[src/rtl/tv_settle_timer.sv]
// Loadable down-counter; holds at zero and flags it.
module tv_settle_timer #(
  parameter int W = 3
) (
  input  logic         clk,
  input  logic         rst_n,
  input  logic         load,
  input  logic         en,
  input  logic [W-1:0] load_val,
  output logic         zero
);

  logic [W-1:0] count;

  always_ff @(posedge clk or negedge rst_n) begin
    if (!rst_n) begin
      count <= '0;
    end else if (load) begin
      count <= load_val;
    end else if (en && (count != '0)) begin
      count <= count - W'(1);
    end
  end

  assign zero = (count == '0);

endmodule

[config.mk]
export PLATFORM = sky130hd
export DESIGN_NAME = tv_settle_timer
export DESIGN_NICKNAME = d
export VERILOG_FILES = /design/src/rtl/tv_settle_timer.sv
export SDC_FILE = /design/constraint.sdc
export NUM_CORES = 1
export LEC_CHECK = 0
export BUFFER_PORTS_ARGS = -buffer_cell sky130_fd_sc_hd__buf_2
export CORE_AREA = 4 4 41 43
export CTS_CLUSTER_SIZE = 40
export DETAILED_ROUTE_END_ITERATION = 7
export DIE_AREA = 0 0 45 47
export PLACE_DENSITY = 0.32
export SLEW_MARGIN = 20
export SYNTH_ARGS = -nofsm -noshare
export SYNTH_HDL_FRONTEND = slang
export SYNTH_SLANG_ARGS = --single-unit
[constraint.sdc]
create_clock -name clk -period 1.45 [get_ports clk]
set_input_delay 0.29 -clock clk [delete_from_list [all_inputs] [get_ports clk]]
set_output_delay 0.29 -clock clk [all_outputs]
set_load 0.1 [all_outputs]
==> impl_metrics.env, run 1 <==
export IMPL_status="finished, final reports clean"
export IMPL_crit_required_ps=1570
export IMPL_wl_per_cell_um=11.6
export IMPL_nNetsFinal=43
export IMPL_r2r_start="count[1]"
export IMPL_synthDistinctLibCells=9
export IMPL_r2r_cells=6
export IMPL_num_io_pins=8
export IMPL_root_buffer="clkbuf_4"
export IMPL_cp_cell_sequence="inv_2 > ha_4 > ha_4 > buf_4 > nand2b_4 > a221o_1"
export IMPL_rows=13
export IMPL_critPathMaxFanout=4
export IMPL_fin_ws_ps=19.0
export IMPL_path_clk_slew_ps=40
export IMPL_crit_path_frequent_cell="ha_4"
export IMPL_worstSetupPathType="reg -> reg"
export IMPL_diodes=0
export IMPL_critical_path_slowest_cell="dfrtp_1"
export IMPL_slowest_delay_ps=350
export IMPL_tightest_slew_ps=252
export IMPL_grt_pass1_wl_um=745
export IMPL_min_path_cells=2
export IMPL_critical_path_buf_inv_count=2
export IMPL_synthCells=19
export IMPL_hold_path_endpoint="count[1]"
export IMPL_top_regs="count x3"
export IMPL_hold_class="in -> reg"
export IMPL_gp_congestion=0.722
export IMPL_synth_edf_count=0
export IMPL_ant_nets=0
export IMPL_dr_pass1_iters=2
export IMPL_stdcell_count=48
export IMPL_avgSynthCellArea_um2=10.9
export IMPL_yosys_area_top_type="dfrtp_1"
export IMPL_totalWireLength_um=558
export IMPL_grt_pass1_vias=191
export IMPL_grt_use_total=0.0538
export IMPL_vias=197
export IMPL_synthFlopType="dfrtp_1"
export IMPL_finalMaxSlewViolations=0
export IMPL_ys_seq_area_frac=0.361
export IMPL_preCtsSetupSlack_ps=95.5
export IMPL_gr_usage_met2=0.0650
export IMPL_yosys_register_bits=3
export IMPL_fin_worst_skew_ps=2.96
export IMPL_tns_ps=0
export IMPL_async_flop_share=1.00
export IMPL_p_int_mw=0.299
export IMPL_start_util=0.160
export IMPL_r2r_slack_ps=20
export IMPL_grt_busiest_layer="met2"
export IMPL_synth_top_area_share=0.361
export IMPL_grt_max_degree=10
export IMPL_largest_register_ffs=3
export IMPL_p_leak_nw=0.159
export IMPL_die_y_um=47
export IMPL_yosys_warnings=0
export IMPL_rsz0062_at_grt="true"
export IMPL_hold_start="load_val[1]"
export IMPL_start_kind="register"
export IMPL_seq_power_share=0.234
export IMPL_fmax_mhz=699
export IMPL_met1_usage=0.0618
export IMPL_largest_register="count"
export IMPL_core_area_um2=1300
export IMPL_setup_viol=0
export IMPL_die_w_um=45
export IMPL_hold_viol=0
export IMPL_die_area_um2=2120
export IMPL_clock_latency_ps=240
export IMPL_cp_arrival_ps=1550
export IMPL_critPathCaptureType="register"
export IMPL_maxCapViolations=0
export IMPL_crit_family="flip-flops"
export IMPL_p_per_area_nw_per_um2=1240
export IMPL_hpwl_um=369
export IMPL_cts_tree="yes"
export IMPL_cts_made_buffers=3
export IMPL_synthesis_area_um2=208
export IMPL_ir_drop_uv=367
export IMPL_clockBufferDepth=2
export IMPL_syn_nets=28
export IMPL_swShare=0.337
export IMPL_slew_headroom=0.829
export IMPL_fin_crit_sh=0.987
export IMPL_synthTopCellsByArea="dfrtp_1 36%, a221o_1 14%, nor4b_1 13%"
export IMPL_io_buffers=7
export IMPL_r2r_end="count[0]"
export IMPL_yosys_top_cells_count="3 x a221o_1, 3 x dfrtp_1, 3 x inv_1, 3 x nor4b_1"
export IMPL_antenna_found_initial=0
export IMPL_grt_util_met3=0.0460
export IMPL_overflow=0
export IMPL_cts_sinks=3
export IMPL_layout_drive_gt1_share=0.606
export IMPL_post_place_cells=40
export IMPL_drc_errors=0
export IMPL_drt_iter0_drc=1
export IMPL_layout_area_overhead_vs_synth_pct=74.7
export IMPL_htree_levels=1
export IMPL_pwr_share_clk=0.343
export IMPL_p_comb_frac=0.423
export IMPL_min_period_ps=1430
export IMPL_switchingPower_mw=0.152
export IMPL_viasPerCell=4.10
[metal layers]
metal / up-vias / routed length, um
li1: 99 / -
met1: 85 / 247
met2: 8 / 240
met3: 5 / 50
met4: 0 / 19
met5: - / 0
[through the flow]
step	instance area [um^2]	hold WS [ps]	power, mW	util
finish	363	282	0.451	0.279
global route	363	274	0.484	0.279
CTS	339	284	0.432	0.261
detailed placement	288	90.7	0.261	0.221
global placement	288	91.3	0.260	0.221
floorplan	230	-5.59	0.221	-
[final cells by class]
class	count	area [um^2]
repair buffers	11	82.6
flip-flops and latches	3	75.1
inverters	3	11.3
well taps	15	18.8
fillers	148	938
clock buffers	4	26.3
multi-input cells	12	149
[cell usage in the layout, fill, tap and decap left out]
| master | count |
|---|---|
| dlygate4sd3_1 | 1 |
| nand2b_4 | 1 |
| inv_1 | 1 |
| inv_2 | 2 |
| and2b_4 | 1 |
| ha_4 | 2 |
| buf_2 | 6 |
| clkbuf_4 | 3 |
| a221o_1 | 3 |
| nor4b_1 | 2 |
| buf_4 | 3 |
| nor4b_2 | 1 |
| nor2b_1 | 2 |
| clkbuf_1 | 1 |
| buf_12 | 1 |
| dfrtp_1 | 3 |
[what timing repair did]
| action | 4_1_cts | 5_1_grt |
|---|---|---|
| buffers inserted | 2 | 1 |
| pin swaps | 2 | 1 |
| hold buffers | 1 | 0 |
| resized for setup | 0 | 4 |
| hold endpoints to repair | 3 | 0 |
| setup endpoints to repair | 1 | 4 |
[power groups by stage]
stage / sequential (mW) / combinational (mW) / clock (mW)
6_report: 0.106 / 0.191 / 0.155
3_3_place_gp: 0.106 / 0.154 / 0
2_1_floorplan: 0.104 / 0.118 / 0
3_5_place_dp: 0.106 / 0.155 / 0
5_1_grt: 0.107 / 0.207 / 0.171
4_1_cts: 0.104 / 0.171 / 0.157
[how the worst max path moves through the flow]
stage | from | end | slack, ps | cells past startpoint
final | count[1] | count[0] | 20 | 6
after detailed placement | count[0] | count[1] | 100 | 5
after floorplan | count[0] | count[1] | 30 | 5
after global routing | count[0] | zero | -20 | 4
after CTS | count[1] | zero | -30 | 4
after global placement | count[0] | count[2] | 110 | 5
[cells by family after synthesis]
family | synth area share
AO/OA/AOI/OAI | 0.145
adder cells (fa/ha/maj) | 0.120
buffers and inverters | 0.108
flip-flops | 0.361
AND/OR/NAND/NOR | 0.265
Note: power is estimated with default switching activity, not from simulation.
==> run 2, diff against run 1 <==
==> constraint.sdc (replaced) <==
create_clock -name clk -period 1.51 [get_ports clk]
set_input_delay 0.302 -clock clk [delete_from_list [all_inputs] [get_ports clk]]
set_output_delay 0.302 -clock clk [all_outputs]
set_load 0.1 [all_outputs]
==> run 2 against run 1 <==
Effect of this change:
- sequential power decreased by 6%
- hold slack improved by 28 ps
- worst setup slack improved by 16 ps
- cell area decreased by 11%
- non-clock buffer count decreased by 2
- register-to-register slack improved by 130 ps
- clock power decreased by 14%
- via count decreased by 4.6%
- combinational power decreased by 21%
- sequential share of layout area increased by 2.5 points
- critical path depth decreased by 2
- final cell count decreased by 4.2%
==> impl_metrics.env, run 2 (same netlist as run 1, synthesis figures left out) <==
export IMPL_die_w_um=45
export IMPL_grt_pass1_vias=198
export IMPL_path_clk_slew_ps=40
export IMPL_drt_iter0_drc=1
export IMPL_viasPerCell=4.09
export IMPL_num_io_pins=8
export IMPL_gp_congestion=0.648
export IMPL_status="finished, final reports clean"
export IMPL_grt_use_total=0.0554
export IMPL_p_leak_nw=0.144
export IMPL_nNetsFinal=41
export IMPL_slew_headroom=0.787
export IMPL_ir_drop_uv=331
export IMPL_rsz0062_at_grt="true"
export IMPL_crit_required_ps=1210
export IMPL_layout_area_overhead_vs_synth_pct=56.0
export IMPL_largest_register_ffs=3
export IMPL_vias=188
export IMPL_hpwl_um=374
export IMPL_grt_max_degree=10
export IMPL_fin_crit_sh=0.977
export IMPL_fmax_mhz=678
export IMPL_grt_pass1_wl_um=834
export IMPL_top_regs="count x3"
export IMPL_tightest_slew_ps=315
export IMPL_drc_errors=0
export IMPL_clock_latency_ps=230
export IMPL_root_buffer="clkbuf_4"
export IMPL_final_common_cell="buf_2"
export IMPL_cts_made_buffers=3
export IMPL_dr_pass1_iters=4
export IMPL_p_per_area_nw_per_um2=1190
export IMPL_diodes=0
export IMPL_critPathMaxFanout=5
export IMPL_wl_per_cell_um=10.3
export IMPL_htree_levels=1
export IMPL_core_area_um2=1300
export IMPL_min_period_ps=1480
export IMPL_start_util=0.160
export IMPL_rows=13
export IMPL_start_kind="register"
export IMPL_hold_class="in -> reg"
export IMPL_cts_sinks=3
export IMPL_nFillCells=151
export IMPL_die_area_um2=2120
export IMPL_fin_worst_skew_ps=3.44
export IMPL_worstSetupPathType="reg -> out"
export IMPL_power_total_mw=0.386
export IMPL_worst_hold_slack_ps=310
export IMPL_cts_tree="yes"
export IMPL_layout_drive_gt1_share=0.452
export IMPL_overflow=0
export IMPL_io_buffers=7
export IMPL_critPathCaptureType="output pin"
export IMPL_hold_viol=0
export IMPL_largest_register="count"
export IMPL_ant_nets=0
export IMPL_setup_viol=0
export IMPL_antenna_found_initial=0
export IMPL_totalWireLength_um=475
export IMPL_cp_arrival_ps=1170
export IMPL_die_y_um=47
export IMPL_maxCapViolations=0
export IMPL_finalMaxSlewViolations=0
export IMPL_clockBufferDepth=2
[run 2: per-stage QoR]
step / cells / worst slack (ps) / setup TNS, ps / utilization / area, um^2
detailed placement: 40 / 81.9 / 0 / 0.213 / 278
finish: 46 / 34.7 / 0 / 0.249 / 324
global route: 46 / -26.5 / -26.5 / 0.249 / 324
floorplan: 19 / 28.6 / 0 / - / 220
global placement: 40 / 73.1 / 0 / 0.213 / 278
CTS: 46 / 15.6 / 0 / 0.247 / 322
[run 2: repair_timing]
| action | CTS | global route |
|---|---|---|
| pin swaps | 0 | 0 |
| resized for setup | 0 | 1 |
| setup buffers | 1 | 0 |
| hold endpoints to repair | 3 | 0 |
| hold buffers | 1 | 0 |
| endpoints found under the setup margin | 1 | 1 |
[run 2: worst max-delay path, stage by stage, from the launching register on]
cell and delay, ps:
dfrtp_1 360, inv_1 60, ha_2 180, ha_4 170, buf_12 180
[run 2: path summary, 6_finish.rpt]
| kind | to | from | slack (ps) | depth (start not counted) |
|---|---|---|---|---|
| setup / recovery | zero | count[0] | 30 | 4 |
| hold / removal | count[0] | load_val[0] | 310 | 2 |
| setup reg to reg | count[1] | count[0] | 150 | 5 |
| hold reg to reg | count[2] | count[2] | 650 | 2 |
| max in group asynchronous | count[1] | rst_n | 990 | 2 |
| min in group asynchronous | count[2] | rst_n | 400 | 2 |
[run 2: where the power goes]
group | switching (mW) | internal, mW | total (mW)
combinational | 0.0786 | 0.0728 | 0.151
sequential | 0.00641 | 0.0937 | 0.100
clock | 0.0358 | 0.0986 | 0.134
total | 0.121 | 0.265 | 0.386
[run 2: cell type report]
class                           count  area (um^2)  area share
Tap cell                           15         18.8      0.0579
Clock buffer                        4         26.3      0.0811
Timing Repair Buffer                9         67.6       0.208
Inverter                            3         11.3      0.0347
Multi-Input combinational cell     12          125       0.386
Sequential cell                     3         75.1       0.232
[run 2: routing by layer]
layer | global-route usage | vias up | routed length [um]
met5 | 0 | - | 0
met4 | 0.0351 | 0 | 0
met3 | 0.0268 | 0 | 25
li1 | - | 96 | -
met2 | 0.0734 | 4 | 227
met1 | 0.0708 | 88 | 222
==> run 3, diff against run 2 <==
--- a/config.mk
+++ b/config.mk
@@ -10,7 +10,7 @@
 export CTS_CLUSTER_SIZE = 40
 export DETAILED_ROUTE_END_ITERATION = 7
 export DIE_AREA = 0 0 45 47
-export PLACE_DENSITY = 0.32
+export PLACE_DENSITY = 0.33
 export SLEW_MARGIN = 20
 export SYNTH_ARGS = -nofsm -noshare
 export SYNTH_HDL_FRONTEND = slang
==> constraint.sdc (replaced) <==
create_clock -name clk -period 1.2 [get_ports clk]
set_input_delay 0.24 -clock clk [delete_from_list [all_inputs] [get_ports clk]]
set_output_delay 0.24 -clock clk [all_outputs]
set_load 0.1 [all_outputs]
==> run 3 against run 2 <==
Effect of this change:
- hold slack lost 65 ps
- the run now ends with negative setup slack left
- combinational power is 74% higher
- global-route usage grew 0.79 points
- critical path depth grew 1
==> impl_metrics.env, run 3 (same netlist as run 1, synthesis figures left out) <==
export IMPL_gp_congestion=0.751
export IMPL_post_dp_cell_area_um2=315
export IMPL_cts_tree="yes"
export IMPL_viasPerCell=3.98
export IMPL_largest_register="count"
export IMPL_hold_class="in -> reg"
export IMPL_num_io_pins=8
export IMPL_htree_levels=1
export IMPL_layout_drive_gt1_share=0.647
export IMPL_totalWireLength_um=555
export IMPL_fmax_mhz=676
export IMPL_cts_sinks=3
export IMPL_grt_use_total=0.0632
export IMPL_drc_errors=0
export IMPL_root_buffer="clkbuf_4"
export IMPL_ir_drop_uv=503
export IMPL_antenna_found_initial=0
export IMPL_critPathMaxFanout=2
export IMPL_overflow=0
export IMPL_top_regs="count x3"
export IMPL_r2r_slack_ps=-240
export IMPL_slew_headroom=0.836
export IMPL_die_w_um=45
export IMPL_die_area_um2=2120
export IMPL_worst_hold_slack_ps=245
export IMPL_stdcell_count=49
export IMPL_diodes=0
export IMPL_nFillCells=144
export IMPL_fin_crit_sh=1.23
export IMPL_core_area_um2=1300
export IMPL_die_y_um=47
export IMPL_tns_ps=-978
export IMPL_tightest_slew_ps=242
export IMPL_min_period_ps=1480
export IMPL_finalMaxSlewViolations=0
export IMPL_drt_iter0_drc=0
export IMPL_preCtsSetupSlack_ps=-114
export IMPL_rows=13
export IMPL_r2r_end="count[1]"
export IMPL_fin_ws_ps=-280
export IMPL_grt_max_degree=10
export IMPL_hpwl_um=390
export IMPL_p_leak_nw=0.169
export IMPL_clock_latency_ps=230
export IMPL_fin_util=0.299
export IMPL_hold_viol=0
export IMPL_grt_pass1_vias=241
export IMPL_grt_pass1_wl_um=903
export IMPL_start_kind="register"
export IMPL_fin_area_um2=389
export IMPL_r2r_cells=6
export IMPL_nNetsFinal=44
export IMPL_setup_viol=4
export IMPL_io_buffers=7
export IMPL_final_common_cell="buf_2"
export IMPL_min_path_cells=2
export IMPL_power_total_mw=0.574
export IMPL_crit_required_ps=960
export IMPL_r2r_start="count[0]"
export IMPL_fin_worst_skew_ps=0.763
export IMPL_hold_start="load_val[2]"
export IMPL_critPathCaptureType="output pin"
export IMPL_start_util=0.160
export IMPL_vias=195
export IMPL_maxCapViolations=0
export IMPL_hold_path_endpoint="count[2]"
export IMPL_final_cell_mix="6 x buf_2, 3 x a221o_1, 3 x clkbuf_4, 3 x dfrtp_1, 3 x buf_4"
export IMPL_cts_made_buffers=3
export IMPL_cp_arrival_ps=1240
export IMPL_clockBufferDepth=2
export IMPL_path_clk_slew_ps=40
export IMPL_rsz0062_at_grt="true"
export IMPL_largest_register_ffs=3
export IMPL_failed_checks="negative setup slack"
export IMPL_p_per_area_nw_per_um2=1480
export IMPL_layout_area_overhead_vs_synth_pct=87.3
export IMPL_status="complete, but fails checks"
export IMPL_worstSetupPathType="reg -> out"
export IMPL_dr_pass1_iters=1
export IMPL_post_place_cells=42
export IMPL_wl_per_cell_um=11.3
export IMPL_ant_nets=0
## run 3: cell count changes in the layout (fill, tap and decap cells not counted), sizes merged
cell	change
buf	+3
## run 3: how the worst max path moves through the flow
| stage | startpoint | to | slack, ps | cells after the start |
|---|---|---|---|---|
| after global routing | count[0] | zero | -310 | 5 |
| after global placement | count[1] | count[0] | -120 | 5 |
| after CTS | count[0] | zero | -330 | 5 |
| final | count[0] | zero | -280 | 5 |
| after floorplan | count[0] | count[1] | -210 | 5 |
| after detailed placement | count[1] | count[1] | -110 | 5 |
## run 3: worst max-delay path, cell delays in order (launching register included)
cell and delay [ps]:
dfrtp_1 370, inv_2 50, ha_4 150, ha_4 160, buf_12 120, buf_12 150
## run 3: layout make-up
class,instances,area (um^2),area share
sequential,3,75.1,0.193
timing repair buffer,12,103,0.264
clock buffer,4,26.3,0.0675
inverter,3,11.3,0.0289
tap,15,18.8,0.0482
multi-input combinational,12,155,0.399
## run 3: power breakdown
group | switching (mW) | leakage (nW) | internal, mW
clock | 0.0570 | 0.0150 | 0.125
combinational | 0.119 | 0.118 | 0.144
sequential | 0.0117 | 0.0363 | 0.118
## run 3: what timing repair did
item | in CTS | in global routing
hold buffers | 1 | 0
resized for setup | 0 | 5
setup buffers | 2 | 0
pin swaps | 2 | 2
hold endpoints to repair | 3 | 0
setup endpoints to repair | 4 | 4
## run 3: layer usage
layer / wire length, um / up-vias / share of wire / GRT usage
li1: - / 99 / - / -
met1: 219 / 91 / 0.39 / 0.0661
met2: 303 / 5 / 0.55 / 0.0989
met3: 32 / 0 / 0.058 / 0.0153
met4: 0 / 0 / 0 / 0.0702
met5: 0 / - / 0 / 0
